**src/rtl/imem_boot_loader.sv**
```systemverilog
// imem_boot_loader: boot-time program loader. Accepts a header word plus a
// stream of 32-bit instruction words over valid/ready, and writes each word
// into the byte-wide instruction memory, little-endian. The core is held in
// reset until a load completes.
//
// Ports:
//   clk, rst     clock; synchronous active-high reset
//   start        begin a load (honoured in IDLE, DONE, ERR)
//   in_valid     in_data carries a word
//   in_ready     loader accepts in_data this cycle (state-decoded)
//   in_data      header word ({MAGIC, N}) or instruction word
//   imem_we      byte write strobe
//   imem_addr    byte address of the write
//   imem_wdata   byte being written
//   core_rst     core reset, low only in DONE
//   busy         loading (HDR, WAIT, WR)
//   done         load complete
//   err          header rejected
module imem_boot_loader #(
    parameter int unsigned ADDR_W = 8,
    parameter logic [15:0] MAGIC  = 16'hB007
) (
    input  logic              clk,
    input  logic              rst,
    input  logic              start,
    input  logic              in_valid,
    output logic              in_ready,
    input  logic [31:0]       in_data,
    output logic              imem_we,
    output logic [ADDR_W-1:0] imem_addr,
    output logic [7:0]        imem_wdata,
    output logic              core_rst,
    output logic              busy,
    output logic              done,
    output logic              err
);

    localparam int unsigned WORD_W    = ADDR_W - 2;
    localparam int unsigned CNT_W     = ADDR_W - 1;
    localparam int unsigned MAX_WORDS = 1 << WORD_W;

    typedef enum logic [2:0] {
        S_IDLE,
        S_HDR,
        S_WAIT,
        S_WR,
        S_DONE,
        S_ERR
    } state_t;

    state_t              state;
    state_t              state_nxt;

    logic [31:0]         word;
    logic [1:0]          byte_k;
    logic [WORD_W-1:0]   word_idx;
    logic [CNT_W-1:0]    words_left;

    logic                xfer;
    logic [15:0]         hdr_n;
    logic                hdr_bad;
    logic                hdr_zero;

    // Header decode; the count bound keeps the last address at 2^ADDR_W-1.
    assign xfer     = in_valid && in_ready;
    assign hdr_n    = in_data[15:0];
    assign hdr_bad  = (in_data[31:16] != MAGIC) || (32'(hdr_n) > MAX_WORDS);
    assign hdr_zero = (hdr_n == 16'd0);

    // State register
    always_ff @(posedge clk) begin
        if (rst) begin
            state <= S_IDLE;
        end else begin
            state <= state_nxt;
        end
    end

    // Next-state logic
    always_comb begin
        state_nxt = state;
        case (state)
            S_IDLE, S_DONE, S_ERR: begin
                if (start) begin
                    state_nxt = S_HDR;
                end
            end
            S_HDR: begin
                if (xfer) begin
                    if (hdr_bad) begin
                        state_nxt = S_ERR;
                    end else if (hdr_zero) begin
                        state_nxt = S_DONE;
                    end else begin
                        state_nxt = S_WAIT;
                    end
                end
            end
            S_WAIT: begin
                if (xfer) begin
                    state_nxt = S_WR;
                end
            end
            S_WR: begin
                if (byte_k == 2'd3) begin
                    state_nxt = (words_left == CNT_W'(1)) ? S_DONE : S_WAIT;
                end
            end
            default: state_nxt = S_IDLE;
        endcase
    end

    // Datapath: word buffer, byte index and word counters
    always_ff @(posedge clk) begin
        if (rst) begin
            word       <= 32'd0;
            byte_k     <= 2'd0;
            word_idx   <= '0;
            words_left <= '0;
        end else begin
            case (state)
                S_HDR: begin
                    if (xfer && !hdr_bad && !hdr_zero) begin
                        words_left <= CNT_W'(hdr_n);
                        word_idx   <= '0;
                    end
                end
                S_WAIT: begin
                    if (xfer) begin
                        word   <= in_data;
                        byte_k <= 2'd0;
                    end
                end
                S_WR: begin
                    byte_k <= byte_k + 2'd1;
                    if (byte_k == 2'd3) begin
                        word_idx   <= word_idx + WORD_W'(1);
                        words_left <= words_left - CNT_W'(1);
                    end
                end
                default: ;
            endcase
        end
    end

    // Output decode from registered state and datapath only
    always_comb begin
        in_ready   = 1'b0;
        imem_we    = 1'b0;
        imem_addr  = '0;
        imem_wdata = 8'd0;
        core_rst   = 1'b1;
        busy       = 1'b0;
        done       = 1'b0;
        err        = 1'b0;
        case (state)
            S_HDR: begin
                in_ready = 1'b1;
                busy     = 1'b1;
            end
            S_WAIT: begin
                in_ready = 1'b1;
                busy     = 1'b1;
            end
            S_WR: begin
                busy       = 1'b1;
                imem_we    = 1'b1;
                // word_idx*4 + k, byte k taken little-endian from the word
                imem_addr  = ADDR_W'({word_idx, byte_k});
                imem_wdata = word[{byte_k, 3'b000} +: 8];
            end
            S_DONE: begin
                core_rst = 1'b0;
                done     = 1'b1;
            end
            S_ERR: begin
                err = 1'b1;
            end
            default: ;
        endcase
    end

endmodule

```
**config.mk**
```make
export PLATFORM = sky130hd
export DESIGN_NAME = imem_boot_loader
export DESIGN_NICKNAME = d
export VERILOG_FILES = /design/src/rtl/imem_boot_loader.sv
export SDC_FILE = /design/constraint.sdc
export NUM_CORES = 1
export LEC_CHECK = 0
export BUFFER_PORTS_ARGS = -buffer_cell sky130_fd_sc_hd__buf_2
export CORE_MARGIN = 8
export CORE_UTILIZATION = 49
export DETAILED_ROUTE_END_ITERATION = 8
export GPL_TIMING_DRIVEN = 0
export PLACE_DENSITY = 0.82
export REMOVE_ABC_BUFFERS = 1
export SLEW_MARGIN = 40
export SYNTH_ARGS = -nofsm -noshare
export SYNTH_HDL_FRONTEND = slang
export SYNTH_SLANG_ARGS = --single-unit
```
**constraint.sdc**
```tcl
create_clock -name clk -period 1.65 [get_ports clk]
set_input_delay 0.165 -clock clk [delete_from_list [all_inputs] [get_ports clk]]
set_output_delay 0.165 -clock clk [all_outputs]
set_load 0.1 [all_outputs]
```
==> results of run 1 <==
registers in the layout, summed over array words and instances (netlist names):
name / flops
state: 3
word: 32
byte_k: 2
word_idx: 6
words_left: 7
path summary, 6_finish.rpt:
check / slack [ps] / end / cells after the start / from
worst max-delay path: -170 / imem_wdata[1] / 4 / byte_k[0]
worst min-delay path: 50 / state[2] / 2 / start
worst max register to register: -160 / word_idx[0] / 8 / byte_k[0]
worst min register to register: 460 / word[25] / 2 / word[25]
routing by layer:
| layer | up-vias | track usage [%] | wire [um] |
|---|---|---|---|
| met5 | - | 0 | 0 |
| met4 | 0 | 7.55 | 155 |
| met3 | 20 | 4.41 | 727 |
| met2 | 165 | 34.4 | 4240 |
| met1 | 1328 | 24.3 | 3450 |
| li1 | 1306 | - | - |
power breakdown:
part           switching, mW  internal (mW)
sequential            0.0170           1.21
combinational          0.213          0.108
clock                  0.413          0.339
critical path, cell delays in order (launching register included):
cell	delay, ps
dfxtp_4	390
buf_12	130
mux4_2	500
and2_4	170
buf_12	160
cell usage in the layout (no fill, tap or decap), types with 3 or more instances in the layout:
master      instances
nand2_1            72
dfxtp_1            45
a21oi_1            41
buf_2              35
buf_4              24
buf_12             20
and2_4             16
nor2_1             15
mux4_2              8
o31ai_1             7
inv_1               6
clkbuf_8            6
buf_6               6
a21oi_2             5
dfxtp_4             5
nor3_1              4
nand3_1             4
or4_4               4
clkinvlp_4          3
nor3b_1             3
o21ai_0             3
o21ai_1             3
o211ai_1            3
ha_1                3
cell families (layout without fill, tap and decap cells):
family	after synthesis	count (layout)	synth area share (%)
buf+inv	29	105	4.45
compound gates	85	86	21.2
simple gates	144	144	27.0
flops	50	50	37.9
mux	9	9	7.20
fa+ha+maj	4	4	1.89
xor+xnor	1	1	0.332
metrics by stage:
step / worst slack, ps / hold slack [ps] / TNS (ps) / instances / power (mW)
floorplan: -1380 / 234 / -37530 / 301 / 1.39
global placement: -1070 / 389 / -50630 / 428 / 1.49
detailed placement: -1220 / 400 / -45530 / 428 / 1.49
CTS: -150 / 61.7 / -1300 / 460 / 2.25
global route: -208 / 59.1 / -3600 / 469 / 2.37
finish: -171 / 54.8 / -2380 / 469 / 2.30
area by class of cell:
| type | instances | area (um^2) | share of cell area (%) |
|---|---|---|---|
| Multi-Input combinational cell | 244 | 1810 | 46.2 |
| Sequential cell | 50 | 1020 | 26.1 |
| Timing Repair Buffer | 87 | 853 | 21.8 |
| Tap cell | 70 | 87.6 | 2.24 |
| Clock buffer | 7 | 86.3 | 2.21 |
| Inverter | 8 | 33.8 | 0.865 |
| Timing Repair inverter | 2 | 15.0 | 0.384 |
| Clock inverter | 1 | 5.00 | 0.128 |
what timing repair did:
item,CTS,global route
setup buffers,22,8
hold buffers,0,0
setup endpoints to repair,72,65
gates cloned,2,1
resized for setup,120,43
pin swaps,17,17
==> results.md, run 1 <==
* Status: complete, but fails checks
* Failing checks: setup timing
* Largest cells by area after synthesis: dfxtp_1 38%, nand2_1 11%, a21oi_1 8.7%, mux4_2 6.8%, and2_1 4.3%
* Die Y at 89.4 um
* Final min period at 1820 ps
* Ant diodes at 0
* Cell taking the most area after synthesis: dfxtp_1
* Drt wl/cell at 18.3 um
* CP arrival at 1660 ps
* Area Overhead vs Synth at 47.9%
* Initial Util at 51.1%
* Setup Skew at 10.6 ps
* Remaining DRCs at 0
* Fillers at 347
* Critical Path Start Type: flop
* Post-synth ARST share at 0%
* CP Data Required Time at 1480 ps
* All-Layer GR Usage at 20.3%
* Pleak at 1.40 nW
* Clock Pin Slew Worst Setup and Hold Paths at 90 ps
* Synth Instances at 322
* Worst VDD drop at 554 uV
* Post-route cell area at 0.00391 mm^2
* Remaining antenna violation count at 0
* EDFF count, synth at 0
* Yosys reg bits at 50
* Least-Margin Pin Slew at 854 ps
* Ys Warns at 0
* F_max at 0.549 GHz
* Via count at 2,819
* Average size of a mapped cell at 8.20 um^2
* Setup WS post-layout at -171 ps
* Tcrit/Tclk final at 110%
* First-pass iteration count of the detailed router at 5
* Clk root buf: clkbuf_8
* Worst min path class: input pin to flop
* Initial antenna violation count at 0
* Placer Congestion at 0.868
* Largest net degree at the start of global routing at 45
* Netlist Area Pre-Place at 0.00264 mm^2
* Post-synth top area share at 37.9%
* Hpwl dp at 4.72 mm
* Commonest cells post-synth: 74 x nand2_1, 50 x dfxtp_1, 46 x a21oi_1
* Post-Route WL at 8.58 mm
* Kind of critical path: flop to output port
* IO Count at 58
* Worst relative slew slack at 43.0%
* Vias in the first global route at 2,706
* PwrDens at 588 mW/mm^2
* Core area at 0.00517 mm^2
* Die ar. at 0.00800 mm^2
* RSZ-0062 raised after global routing: true
* Clk sinks at 50
* DR vias/cell at 6.01
* DRT iter0 DRCs at 278
* H-Tree Depth at 2
* First-pass GRT wire length at 12.7 mm
* Maxcap violations at 0
* Slew Limit Fails at 0
* CTS buffer count at 5
* Area post-placement at 0.00293 mm^2
* Grt ovf at 0
* Count leader, synth: nand2_1
* Crit path capture type: output port
* Top_reg_cell synth: dfxtp_1
* Die width at 89.4 um
* Skew-Pair Late Insertion Delay at 310 ps
* Sequential share of the synthesized area at 37.9%
* Post-Route Utilization at 75.5%
* Clock tree from TritonCTS: done
* Final net count at 438
* # setup viols final at 25
* Yosys cell types at 48
* Port Buffers at 57
* Fraction of layout cells with a size suffix above 1 at 41.9%
* Final hold vios at 0
* Crit-path max FO at 5
* Clock Path Buffers at 2
* FP Rows at 26
Power figures use the tool's default switching activity.
==> inputs of run 2 (changes only) <==
==> constraint.sdc (replaced) <==
create_clock -name clk -period 1.65 [get_ports clk]
set_input_delay 0.0825 -clock clk [delete_from_list [all_inputs] [get_ports clk]]
set_output_delay 0.0825 -clock clk [all_outputs]
set_load 0.1 [all_outputs]
==> run 2 against run 1 <==
Compared with the run above: via count decreased by 6.8%; critical endpoint unchanged; worst setup slack improved by 75 ps; maximum frequency increased by 4.3%; the flow still finishes with violations (setup timing); largest power group unchanged; utilization decreased by 6.3 points; highest routed layer unchanged.
==> results.md, run 2 (synthesized netlist as in run 1, its figures left out) <==
* Status: complete, but fails checks (unchanged)
* Failing checks: setup timing (unchanged)
* Critical Path Start Type: flop (unchanged)
* Pre-CTS WS at -1140 ps (was -1220 ps)
* Die ar. at 0.00800 mm^2 (unchanged)
* R2R depth at 5 (was 8)
* Port Buffers at 57 (unchanged)
* H-Tree Depth at 2 (unchanged)
* Switching power at 604 uW (was 643 uW)
* Clock Path Buffers at 2 (unchanged)
* DRT iter0 DRCs at 183 (was 278)
* Final min period at 1750 ps (was 1820 ps)
* Crit path capture type: output port (unchanged)
* Via count at 2,626 (was 2,819)
* Largest regs: word: 32 flops, words_left: 7 flops, word_idx: 6 flops (unchanged)
* DR vias/cell at 5.78 (was 6.01)
* Maxcap violations at 0 (unchanged)
* P_int at 1.63 mW (was 1.65 mW)
* Least-Margin Pin Slew at 823 ps (was 854 ps)
* Crit path launch: byte_k[0] (unchanged)
* Initial Util at 51.1% (unchanged)
* Vias in the first global route at 2,642 (was 2,706)
* Hold_sp: in_data[18] (was start)
* CP Data Required Time at 1570 ps (was 1480 ps)
* IO Count at 58 (unchanged)
* Setup Skew at 9.18 ps (was 10.6 ps)
* Sw Ratio at 27.0% (was 28.0%)
* Hold Crit Depth at 3 (was 2)
* Worst VDD drop at 547 uV (was 554 uV)
* Crit-path max FO at 4 (was 5)
* Clock Pin Slew Worst Setup and Hold Paths at 90 ps (about the same)
* All-Layer GR Usage at 19.5% (was 20.3%)
* CP arrival at 1660 ps (about the same)
* Tcrit/Tclk final at 106% (was 110%)
* Skew-Pair Late Insertion Delay at 310 ps (about the same)
* CTS buffer count at 5 (unchanged)
* Worst r2r dst: word_idx[5] (was word_idx[0])
* Ant diodes at 0 (unchanged)
* Commonest non-fill, non-tap cell in the layout: nand2_1 (unchanged)
* Final hold vios at 0 (unchanged)
* Fraction of layout cells with a size suffix above 1 at 34.1% (was 41.9%)
* Most frequent cells in the layout: 73 x nand2_1, 45 x a21oi_1, 45 x dfxtp_1 (was 72 x nand2_1, 45 x dfxtp_1, 41 x a21oi_1)
* Clk network pwr share at 33.1% (was 32.8%)
* Remaining DRCs at 0 (unchanged)
* Setup WS post-layout at -96.7 ps (was -171 ps)
* FF-to-FF setup slack at -90 ps (was -160 ps)
* Comb pwr share at 12.3% (was 14.0%)
* Grt ovf at 0 (unchanged)
* Clk sinks at 50 (unchanged)
* First-pass GRT wire length at 12.2 mm (was 12.7 mm)
* Final net count at 423 (was 438)
* Remaining antenna violation count at 0 (unchanged)
* Die Y at 89.4 um (unchanged)
* Reg with most FFs: word (unchanged)
* Setup TNS at -1030 ps (was -2380 ps)
* PwrDens at 624 mW/mm^2 (was 588 mW/mm^2)
* Slew Limit Fails at 0 (unchanged)
* Area Overhead vs Synth at 35.7% (was 47.9%)
* Pleak at 1.29 nW (was 1.40 nW)
* Hpwl dp at 4.72 mm (unchanged)
* First-pass iteration count of the detailed router at 4 (was 5)
* RSZ-0062 raised after global routing: true (unchanged)
* Core area at 0.00517 mm^2 (unchanged)
* Largest net degree at the start of global routing at 45 (unchanged)
* Placer Congestion at 0.868 (unchanged)
* Hold EP: word[18] (was state[2])
* Largest register FFs at 32 (unchanged)
* Sequential group share of total power at 54.7% (was 53.2%)
* Initial antenna violation count at 0 (unchanged)
* FP Rows at 26 (unchanged)
* Drt wl/cell at 16.6 um (was 18.3 um)
* Die width at 89.4 um (unchanged)
* Kind of critical path: flop to output port (unchanged)
* Worst R2R Start: byte_k[0] (unchanged)
* Worst relative slew slack at 45.1% (was 43.0%)
* Worst min path class: input pin to flop (unchanged)
* Clk root buf: clkbuf_8 (unchanged)
* F_max at 0.573 GHz (was 0.549 GHz)
* # setup viols final at 15 (was 25)
* Clock tree from TritonCTS: done (unchanged)
* Post-Route WL at 7.52 mm (was 8.58 mm)
## run 2: worst max path at each step
stage	cells past startpoint	slack (ps)	end
2_1_floorplan	4	-1300	imem_wdata[0]
3_3_place_gp	5	-990	imem_wdata[6]
3_5_place_dp	5	-1140	imem_wdata[6]
4_1_cts	4	-90	imem_wdata[2]
5_1_grt	5	-140	word_idx[4]
6_report	4	-100	imem_wdata[1]
## run 2: final cells by class
cell class	count	area, um^2
flip-flops and latches	50	1020
well taps	70	87.6
multi-input cells	243	1630
inverters	8	33.8
repair inverters	2	15.0
clock inverters	1	5.00
repair buffers	73	703
fillers	404	1590
clock buffers	7	86.3
## run 2: routing by layer
metal	GRT usage [%]	wire length, um	vias to the layer above
met2	32.4	3650	113
met1	23.9	3140	1232
met4	6.04	142	0
li1	-	-	1264
met3	5.15	587	17
met5	0	0	-
## run 2: power groups by stage
stage | Combinational, mW | Sequential, mW | Clock [mW]
5_1_grt | 0.291 | 1.22 | 0.801
3_3_place_gp | 0.240 | 1.25 | 0
4_1_cts | 0.265 | 1.22 | 0.755
6_report | 0.274 | 1.22 | 0.739
2_1_floorplan | 0.140 | 1.25 | 0
3_5_place_dp | 0.244 | 1.25 | 0
## run 2: worst max-delay path: stages, from the launching register on
cell	delay (ps)
dfxtp_4	410
buf_12	120
mux4_2	500
and2_4	170
buf_12	160
## run 2: timing repair
item / in CTS / in global routing
resized for setup: 88 / 30
endpoints found under the setup margin: 72 / 29
hold buffers: 1 / 0
cloned: 2 / 0
pin swaps: 8 / 5
endpoints found under the hold margin: 1 / 0
setup buffers: 14 / 1
## run 2: metrics by stage
stage / area (um^2) / power [mW] / hold WS [ps] / cells / util, %
2_1_floorplan: 2550 / 1.39 / 152 / 301 / -
3_3_place_gp: 2930 / 1.49 / 306 / 428 / 56.6
3_5_place_dp: 2930 / 1.49 / 317 / 428 / 56.7
4_1_cts: 3470 / 2.24 / 10.4 / 453 / 67.1
5_1_grt: 3580 / 2.32 / 12.4 / 454 / 69.3
6_report: 3580 / 2.24 / 16.1 / 454 / 69.3
